### config.mk
export PLATFORM = sky130hd
export DESIGN_NAME = sdram_port_arbiter
export DESIGN_NICKNAME = d
export VERILOG_FILES = /design/src/rtl/sdram_port_arbiter.sv
export SDC_FILE = /design/constraint.sdc
export NUM_CORES = 1
export LEC_CHECK = 0
export BUFFER_PORTS_ARGS = -buffer_cell sky130_fd_sc_hd__clkbuf_2
export CAP_MARGIN = 20
export CORE_MARGIN = 3
export CORE_UTILIZATION = 46
export DETAILED_ROUTE_END_ITERATION = 7
export PLACE_DENSITY = 0.81
export SYNTH_ARGS = -nofsm -noshare
export SYNTH_HDL_FRONTEND = slang
export SYNTH_SLANG_ARGS = --single-unit
### constraint.sdc
create_clock -name clk -period 2.65 [get_ports clk]
set_clock_uncertainty 0.05 [all_clocks]
set_input_delay 0 -clock clk [delete_from_list [all_inputs] [get_ports clk]]
set_output_delay 0 -clock clk [all_outputs]
set_load 0.05 [all_outputs]
### src/rtl/sdram_port_arbiter.sv
// sdram_port_arbiter: two-port Avalon-MM arbiter for the SDRAM controller slave, with starvation
// guard for port 1 and an in-order tag FIFO routing pipelined read responses back to their issuer.
module sdram_port_arbiter #(
    parameter int ADDR_W       = 25,
    parameter int DATA_W       = 16,
    parameter int MAX_PENDING  = 8,
    parameter int STARVE_LIMIT = 16
) (
    input  logic                           clk,
    input  logic                           reset_n,
    input  logic [ADDR_W-1:0]              s0_address,
    input  logic                           s0_read,
    input  logic                           s0_write,
    input  logic [DATA_W-1:0]              s0_writedata,
    input  logic [DATA_W/8-1:0]            s0_byteenable,
    output logic                           s0_waitrequest,
    output logic [DATA_W-1:0]              s0_readdata,
    output logic                           s0_readdatavalid,
    input  logic [ADDR_W-1:0]              s1_address,
    input  logic                           s1_read,
    input  logic                           s1_write,
    input  logic [DATA_W-1:0]              s1_writedata,
    input  logic [DATA_W/8-1:0]            s1_byteenable,
    output logic                           s1_waitrequest,
    output logic [DATA_W-1:0]              s1_readdata,
    output logic                           s1_readdatavalid,
    output logic [ADDR_W-1:0]              avm_address,
    output logic                           avm_read,
    output logic                           avm_write,
    output logic [DATA_W-1:0]              avm_writedata,
    output logic [DATA_W/8-1:0]            avm_byteenable,
    input  logic                           avm_waitrequest,
    input  logic [DATA_W-1:0]              avm_readdata,
    input  logic                           avm_readdatavalid,
    output logic [$clog2(MAX_PENDING):0]   pending_count,
    output logic                           err_unexpected_rdv
);
    localparam int CNT_W = $clog2(MAX_PENDING) + 1;
    localparam int PTR_W = $clog2(MAX_PENDING);
    localparam int SW    = $clog2(STARVE_LIMIT + 1);

    typedef enum logic {IDLE, ISSUE} state_t;

    state_t              state;
    logic                owner;
    logic [SW-1:0]       starve;
    logic [MAX_PENDING-1:0] tag;
    logic [PTR_W-1:0]    wptr;
    logic [PTR_W-1:0]    rptr;

    logic can_read, elig0, elig1, pick1, accept, push, pop, empty;

    // Read+write together counts as a write, so writes never consult the FIFO space.
    assign can_read = pending_count < CNT_W'(MAX_PENDING);
    assign elig0    = s0_write || (s0_read && can_read);
    assign elig1    = s1_write || (s1_read && can_read);
    assign pick1    = elig1 && (starve == SW'(STARVE_LIMIT) || !elig0);
    assign accept   = state == ISSUE && !avm_waitrequest;
    assign push     = accept && avm_read;
    assign empty    = pending_count == '0;
    assign pop      = avm_readdatavalid && !empty;

    assign s0_waitrequest   = !(accept && !owner);
    assign s1_waitrequest   = !(accept && owner);
    assign s0_readdatavalid = pop && !tag[rptr];
    assign s1_readdatavalid = pop && tag[rptr];
    assign s0_readdata      = avm_readdata;
    assign s1_readdata      = avm_readdata;

    always_ff @(posedge clk) begin
        if (!reset_n) begin
            state              <= IDLE;
            owner              <= 1'b0;
            avm_address        <= '0;
            avm_read           <= 1'b0;
            avm_write          <= 1'b0;
            avm_writedata      <= '0;
            avm_byteenable     <= '0;
            starve             <= '0;
            tag                <= '0;
            wptr               <= '0;
            rptr               <= '0;
            pending_count      <= '0;
            err_unexpected_rdv <= 1'b0;
        end else begin
            if (state == IDLE) begin
                if (elig0 || elig1) begin
                    state          <= ISSUE;
                    owner          <= pick1;
                    avm_address    <= pick1 ? s1_address : s0_address;
                    avm_writedata  <= pick1 ? s1_writedata : s0_writedata;
                    avm_byteenable <= pick1 ? s1_byteenable : s0_byteenable;
                    avm_read       <= pick1 ? (s1_read && !s1_write) : (s0_read && !s0_write);
                    avm_write      <= pick1 ? s1_write : s0_write;
                end
            end else if (accept) begin
                state     <= IDLE;
                avm_read  <= 1'b0;
                avm_write <= 1'b0;
            end
            if (push) begin
                tag[wptr] <= owner;
                wptr      <= wptr + 1'b1;
            end
            if (pop)
                rptr <= rptr + 1'b1;
            pending_count <= pending_count + CNT_W'(push) - CNT_W'(pop);
            if (accept && owner)
                starve <= '0;
            else if (elig1 && starve != SW'(STARVE_LIMIT))
                starve <= starve + 1'b1;
            if (avm_readdatavalid && empty)
                err_unexpected_rdv <= 1'b1;
        end
    end
endmodule

==> qor.yml, run 1 <==
status: "completed"
drc_errors: 0
yosys_warnings: 0
vdd_ir_drop_max_mv: 0.424
slowest_stage: "dlygate4sd3_1"
critPathArrivalTime_ns: 2.67
rows: 32
fp.coreArea_sq_mm: 0.00793
worst_setup_path_end_kind: "flop"
hold_viol: 0
fmax_ghz: 0.410
syn_nets: 560
synth_cells: 441
io_buffers: 147
die_h_microns: 97.5
clk_latency_ns: 0.34
powerDensity_mw_per_mm2: 733
routed_wl_microns: 13100
cts_buffers: 9
startpoint_type: "flop"
drv_slew: 0
avgRoutedWirePerCell_microns: 17.6
area_growth_pct: 45.1
final_cell_mix: "clkbuf_2, dlygate4sd3_1, dfxtp_1"
start_util: 0.486
vias_per_cell: 5.75
finalSetupViolations: 0
final_common_cell: "clkbuf_2"
hp-class: "input port to flop"
synth-edff-count: 0
drt-pass1-iter-count: 5
crit_required_ns: 2.89
antenna_found_initial: 0
grt_max_degree: 60
io_pins: 196
cp_slowest_stage_delay_ns: 0.58
tns_ns: 0
grt_pass1_vias: 4265
ys_ff_latch: 71
grt_use_total: 0.268
async_reset_ff_frac: 0
worst-path-buf-inv: 3
drtIter0Drc: 235
dieArea_sq_mm: 0.00951
fin_nets: 755
yosysSeqAreaShare: 0.369
vias: 4271
grt_pass1_wl_microns: 21000
fin_ws_ns: 0.213
grt_overflow_total: 0
dpl_worst_slack_ns: 0.129
clockBufferDepth: 2
fin_crit_ns: 2.44
antenna_cells: 0
power_uw: 4090
tightest_slew_ns: 1.02
rsz0062_at_grt: "no"
path_class: "flop to flop"
fill_cells: 561
numClockSinks: 71
post_cts_buffers: 0
maxCapViolations: 0
clk_pin_slew_ns: 0.08
hpwl_microns: 6750
gp_congestion: 0.805
syn_area_per_cell_sq_um: 8.73
drive_above_1_share: 0.304
ant_nets: 0
die_w_microns: 97.5
slew_headroom: 0.315
whs_ns: 0.0114
syn_area_sq_mm: 0.00385
cts_tree: "yes"
cts.htree.levels: 3
synth_cell_types: 45
post-route-period-util: 0.919
root_buffer: "clkbuf_8"
crit_family: "buffers and inverters"
cp_max_fo: 44
crit_chain: "inv_1 -> ha_1 -> nand4bb_4 -> o21a_2 -> buf_4 -> nor4_1 -> a211oi_2 -> dlygate4sd3_1"
synth_ff_type: "dfxtp_1"
p_leak_uw: 0.00235
[power breakdown]
group | leakage, uW | switching (uW) | total [uW] | internal, uW
Sequential | 0.000587 | 135 | 1370 | 1230
Clock | 0.000112 | 423 | 1000 | 580
Combinational | 0.00165 | 1180 | 1730 | 542
[layer usage]
layer	vias to the layer above	global-route usage	wire length, microns
met3	77	0.0675	1090
li1	1946	-	-
met5	-	0	0
met2	275	0.430	6040
met1	1973	0.316	5110
met4	0	0.171	813
[cells by family after synthesis]
group,after synthesis,synth area share
AO/OA/AOI/OAI,107,0.195
AND/OR/NAND/NOR,151,0.213
XOR/XNOR,11,0.0250
multiplexers,12,0.0377
flip-flops,71,0.369
buffers and inverters,80,0.129
adder cells (fa/ha/maj),9,0.0312
[through the flow]
step / cells / utilization / instance area (sq um)
after floorplan: 441 / - / 3850
after global placement: 626 / 0.547 / 4340
after detailed placement: 626 / 0.547 / 4340
after CTS: 743 / 0.704 / 5580
after global routing: 743 / 0.705 / 5590
final: 743 / 0.705 / 5590
[repair_timing]
| item | in CTS | in global routing |
|---|---|---|
| endpoints found under the setup margin | 0 | 2 |
| endpoints found under the hold margin | 78 | 0 |
| hold buffers | 101 | 0 |
| resized for setup | 0 | 3 |
[cells in the mapped netlist (3+ instances only)]
library cell	n	area, sq um
and2_1	7	43.8
buf_2	9	45.0
inv_1	9	33.8
nand3b_1	4	30.0
clkbuf_1	21	78.8
a21boi_0	3	22.5
buf_4	33	248
mux2i_1	10	100
nand3_1	3	15.0
xor2_1	6	52.6
ha_1	8	100
dfxtp_1	71	1420
nor4_1	44	275
o21ai_0	47	235
a211oi_1	32	240
nor2b_1	13	81.3
nand2_1	7	26.3
buf_6	8	90.1
nor2_1	55	206
a211oi_2	12	150
xnor2_1	5	43.8
[worst paths after layout]
path	from	end	slack [ns]	cells past startpoint
worst max-delay path	starve[0]$_SDFFE_PP0P_	avm_address[0]$_SDFFE_PN0P_	0.21	8
worst max register to register	starve[0]$_SDFFE_PP0P_	avm_address[0]$_SDFFE_PN0P_	0.21	8
worst min-delay path	s1_address[14]	avm_address[14]$_SDFFE_PN0P_	0.01	3
worst min register to register	avm_write$_SDFFE_PN0P_	avm_write$_SDFFE_PN0P_	0.45	2
[state kept, by name (all words and copies together), names as in the netlist]
| name | flops |
|---|---|
| avm_address | 25 |
| avm_writedata | 16 |
| tag | 8 |
| starve | 5 |
| pending_count | 4 |
| rptr | 3 |
| wptr | 3 |
| avm_byteenable | 2 |
| avm_read | 1 |
| avm_write | 1 |
| err_unexpected_rdv | 1 |
| owner | 1 |
| state | 1 |
[area by class of cell]
| cell class | instances | area, sq um | area share |
|---|---|---|---|
| Multi-Input combinational cell | 290 | 1960 | 0.351 |
| Clock buffer | 11 | 151 | 0.0271 |
| Tap cell | 102 | 128 | 0.0228 |
| Timing Repair Buffer | 255 | 1810 | 0.324 |
| Inverter | 9 | 33.8 | 0.00605 |
| Sequential cell | 71 | 1420 | 0.255 |
| Clock inverter | 5 | 80.1 | 0.0143 |
[worst register-to-register path, delay by kind of cell (launching register included)]
family / cells / cell delay (ns)
AOI/OAI and AO/OA: 2 / 0.36
adders and majority gates: 1 / 0.23
buffers and inverters: 3 / 1.09
DFF: 1 / 0.38
and+or+nand+nor: 2 / 0.28
Note: power is estimated with default switching activity, not from simulation.
==> run 2: changes to the inputs <==
Settings changed: RECOVER_POWER set to 50.
==> qor.yml, run 2 (synthesized netlist as in run 1, its figures left out) <==
grt_use_total: 0.268
drive_above_1_share: 0.226
post-route-period-util: 0.916
start_util: 0.486
root_buffer: "clkbuf_8"
fin_crit_ns: 2.43
p_int_uw: 2320
worst_hold_startpoint: "s1_address[14]"
grt_pass1_vias: 4265
die_w_microns: 97.5
crit_required_ns: 2.89
hp-class: "input port to flop"
clkPwrFrac: 0.247
antenna_cells: 0
hold_viol: 0
die_h_microns: 97.5
worst_setup_path_end_kind: "flop"
vdd_ir_drop_max_mv: 0.419
io_buffers: 147
io_pins: 196
antenna_found_initial: 0
area_growth_pct: 43.4
swShare: 0.429
fp.coreArea_sq_mm: 0.00793
cts.htree.levels: 3
reg_top3: "avm_address x25, avm_writedata x16, tag x8"
slew_headroom: 0.312
cp_slowest_stage_delay_ns: 0.57
avgRoutedWirePerCell_microns: 17.6
grt_pass1_wl_microns: 21000
rsz0062_at_grt: "no"
final_cell_mix: "dlygate4sd3_1, clkbuf_2, dfxtp_1"
drtIter0Drc: 245
vias: 4262
crit_chain: "inv_1 -> ha_1 -> nand4bb_4 -> o21a_2 -> buf_4 -> nor4_1 -> a211oi_2 -> dlygate4sd3_1"
clk_pin_slew_ns: 0.08
power_uw: 4060
drv_slew: 0
fmax_ghz: 0.412
path_class: "flop to flop"
startpoint_type: "flop"
largest_reg_flops: 25
vias_per_cell: 5.74
clk_latency_ns: 0.34
p_leak_uw: 0.00219
grt_max_degree: 60
drt-pass1-iter-count: 5
finalSetupViolations: 0
rr_startpoint: "starve[0]$_SDFFE_PP0P_"
dieArea_sq_mm: 0.00951
fin_nets: 755
worst-path-buf-inv: 3
tightest_slew_ns: 1.03
status: "completed"
hpwl_microns: 6750
setup.worst_path.start: "starve[0]$_SDFFE_PP0P_"
routed_wl_microns: 13100
powerDensity_mw_per_mm2: 735
cts_buffers: 9
crit_family: "buffers and inverters"
final_common_cell: "dlygate4sd3_1"
critPathArrivalTime_ns: 2.66
tns_ns: 0
numClockSinks: 71
rows: 32
top_register: "avm_address"
gp_congestion: 0.805
maxCapViolations: 0
slowest_stage: "dlygate4sd3_1"
switching_power_uw: 1740
clockBufferDepth: 2
drc_errors: 0
pwr-share-seq: 0.336
grt_overflow_total: 0
p_comb_frac: 0.417
cp_max_fo: 44
post_cts_buffers: 0
cts_tree: "yes"
ant_nets: 0
==> run 2: layer usage <==
layer,GRT usage,vias up,wire [microns]
met5,0,-,0
met4,0.171,0,803
met3,0.0675,77,1170
met2,0.430,277,6050
met1,0.316,1961,5050
li1,-,1947,-
==> run 2: metrics by stage <==
step | setup WS [ns] | hold slack, ns | instance area [sq um] | instances | utilization
after floorplan | 0.0742 | 0.117 | 3850 | 441 | -
after global placement | 0.216 | -0.0495 | 4340 | 626 | 0.547
after detailed placement | 0.129 | -0.0495 | 4340 | 626 | 0.547
after CTS | 0.0120 | 0.00166 | 5580 | 743 | 0.704
after global routing | 0.0350 | 0.0552 | 5520 | 743 | 0.697
final | 0.222 | 0.0262 | 5520 | 743 | 0.697
==> run 2: worst register-to-register path: stages (launching register included) <==
cell,delay (ns)
dfxtp_1,0.38
inv_1,0.08
ha_1,0.23
nand4bb_4,0.13
o21a_2,0.15
buf_4,0.43
nor4_1,0.14
a211oi_2,0.21
dlygate4sd3_1,0.57
==> run 2: worst paths after layout <==
check / end / slack, ns / cells after the start
setup / recovery: avm_address[0]$_SDFFE_PN0P_ / 0.22 / 8
hold / removal: avm_address[14]$_SDFFE_PN0P_ / 0.03 / 3
setup reg to reg: avm_address[0]$_SDFFE_PN0P_ / 0.22 / 8
hold reg to reg: avm_write$_SDFFE_PN0P_ / 0.45 / 2
==> run 2: layout make-up <==
cell class	count	area, sq um
tap	102	128
multi-input combinational	290	1960
clock inverter	5	80.1
inverter	9	33.8
timing repair buffer	255	1750
sequential	71	1420
clock buffer	11	151
fill	597	2400
==> run 2: repair_timing <==
action	CTS	global route
endpoints found under the hold margin	78	0
setup endpoints to repair	0	2
gates resized for setup	0	3
hold buffers	101	0
==> run 2: power by group through the flow <==
stage	Clock, uW	Combinational, uW	Sequential, uW
after floorplan	0	815	1820
after global placement	0	1440	1370
after detailed placement	0	1470	1380
after CTS	1010	1690	1360
after global routing	1060	1800	1380
final	1000	1690	1360
==> run 3: changes to the inputs <==
Settings changed: CELL_PAD_IN_SITES_DETAIL_PLACEMENT set to 0, CELL_PAD_IN_SITES_GLOBAL_PLACEMENT set to 1, CORE_UTILIZATION 46 to 32, PLACE_DENSITY 0.81 to unset, PLACE_DENSITY_LB_ADDON set to 0.1.
==> qor.yml, run 3 (synthesized netlist as in run 1, its figures left out) <==
status: "completed"
fp.coreArea_sq_mm: 0.0116
tightest_slew_ns: 1.08
root_buffer: "clkbuf_16"
final_common_cell: "dlygate4sd3_1"
tns_ns: 0
swShare: 0.413
clk_latency_ns: 0.33
path_class: "flop to flop"
reg_top3: "avm_address x25, avm_writedata x16, tag x8"
clk_pin_slew_ns: 0.06
clockBufferDepth: 2
fin_ws_ns: 0.225
cp_max_fo: 8
die_w_microns: 116
p_comb_frac: 0.402
maxCapViolations: 0
grt_pass1_wl_microns: 19700
drive_above_1_share: 0.216
final_area_sq_mm: 0.00567
avgRoutedWirePerCell_microns: 15.5
antenna_found_initial: 0
grt_pass1_vias: 4029
drv_slew: 0
utilization: 0.488
slew_headroom: 0.283
post-route-period-util: 0.915
hpwl_microns: 7260
finalSetupViolations: 0
critPathArrivalTime_ns: 2.61
worst_setup_path_end_kind: "flop"
drt-pass1-iter-count: 4
vias_per_cell: 4.98
multi_input_area_sq_mm: 0.00195
routed_wl_microns: 12200
switching_power_uw: 1730
ant_nets: 0
drtIter0Drc: 208
io_buffers: 147
fmax_ghz: 0.412
clkPwrFrac: 0.274
vias: 3924
die_h_microns: 116
r2r_slack_ns: 0.22
grt_max_degree: 53
io_pins: 196
hold_viol: 0
fin_crit_ns: 2.43
cts_tree: "yes"
pwr-share-seq: 0.324
p_leak_uw: 0.00224
largest_reg_flops: 25
fill_cells: 1182
startpoint_type: "flop"
p_int_uw: 2450
drc_errors: 0
fin_nets: 760
dpl_worst_slack_ns: 0.230
top_register: "avm_address"
cts.htree.levels: 3
start_util: 0.332
rsz0062_at_grt: "no"
rows: 39
grt_use_total: 0.185
powerDensity_mw_per_mm2: 738
cts_buffers: 9
grt_overflow_total: 0
gp_congestion: 0.760
area_growth_pct: 47.3
hp-class: "input port to flop"
ff_latch_area_sq_mm: 0.00142
numClockSinks: 71
vdd_ir_drop_max_mv: 0.427
crit_required_ns: 2.83
final_cell_mix: "dlygate4sd3_1, clkbuf_2, dfxtp_1"
dieArea_sq_mm: 0.0134
place_area_sq_mm: 0.00442
post_cts_buffers: 0
antenna_cells: 0
-- run 3: changes by cell type in the layout (fill, tap and decap cells not counted), moves of 2 or more --
cell           previous run  this run
clkinvlp_4                2         0
clkbuf_16                 0         9
dlygate4sd3_1           101       104
clkbuf_8                 11         3
bufinv_16                 2         0
clkbuf_1                 50        53
-- run 3: layout make-up --
type	instances	area share
multi-input cells	290	0.344
clock buffers	15	0.0490
repair buffers	260	0.319
well taps	143	0.0315
inverters	9	0.00596
flip-flops and latches	71	0.251
-- run 3: metal layers --
metal | routed length (microns) | vias to the layer above | part of all wire | track usage
li1 | - | 1961 | - | -
met1 | 5380 | 1820 | 0.44 | 0.224
met2 | 5910 | 127 | 0.48 | 0.314
met3 | 712 | 16 | 0.058 | 0.0595
met4 | 190 | 0 | 0.016 | 0.0565
met5 | 0 | - | 0 | 0
-- run 3: path summary, 6_finish.rpt --
| check | startpoint | end | cells past startpoint |
|---|---|---|---|
| max | pending_count[3]$_SDFF_PN0_ | pending_count[2]$_SDFF_PN0_ | 10 |
| min | s0_write | avm_read$_SDFFE_PN0P_ | 4 |
| max reg2reg | pending_count[3]$_SDFF_PN0_ | pending_count[2]$_SDFF_PN0_ | 10 |
| min reg2reg | tag[7]$_SDFFE_PN0P_ | tag[7]$_SDFFE_PN0P_ | 2 |
-- run 3: what timing repair did --
action | CTS | global route
endpoints found under the hold margin | 78 | 0
gates resized for setup | 0 | 0
hold buffers | 104 | 0
-- run 3: critical path: stages, from the launching register on --
cell,delay (ns)
dfxtp_1,0.37
inv_1,0.08
ha_1,0.16
or3b_2,0.49
nand2_1,0.12
xor2_1,0.16
ha_1,0.18
inv_1,0.06
fa_1,0.38
xnor2_1,0.13
and2_1,0.15
-- run 3: power groups by stage --
stage / clock (uW) / combinational [uW] / sequential (uW)
floorplan: 0 / 815 / 1820
global placement: 0 / 1510 / 1370
detailed placement: 0 / 1510 / 1380
CTS: 1190 / 1730 / 1360
global route: 1230 / 1830 / 1380
finish: 1150 / 1680 / 1350
-- run 3: metrics by stage --
stage / std cells / hold slack [ns] / power, uW
2_1_floorplan: 441 / 0.117 / 2630
3_3_place_gp: 669 / -0.0495 / 2880
3_5_place_dp: 669 / -0.0495 / 2890
4_1_cts: 788 / 0.0798 / 4270
5_1_grt: 788 / 0.152 / 4440
6_report: 788 / 0.0878 / 4180
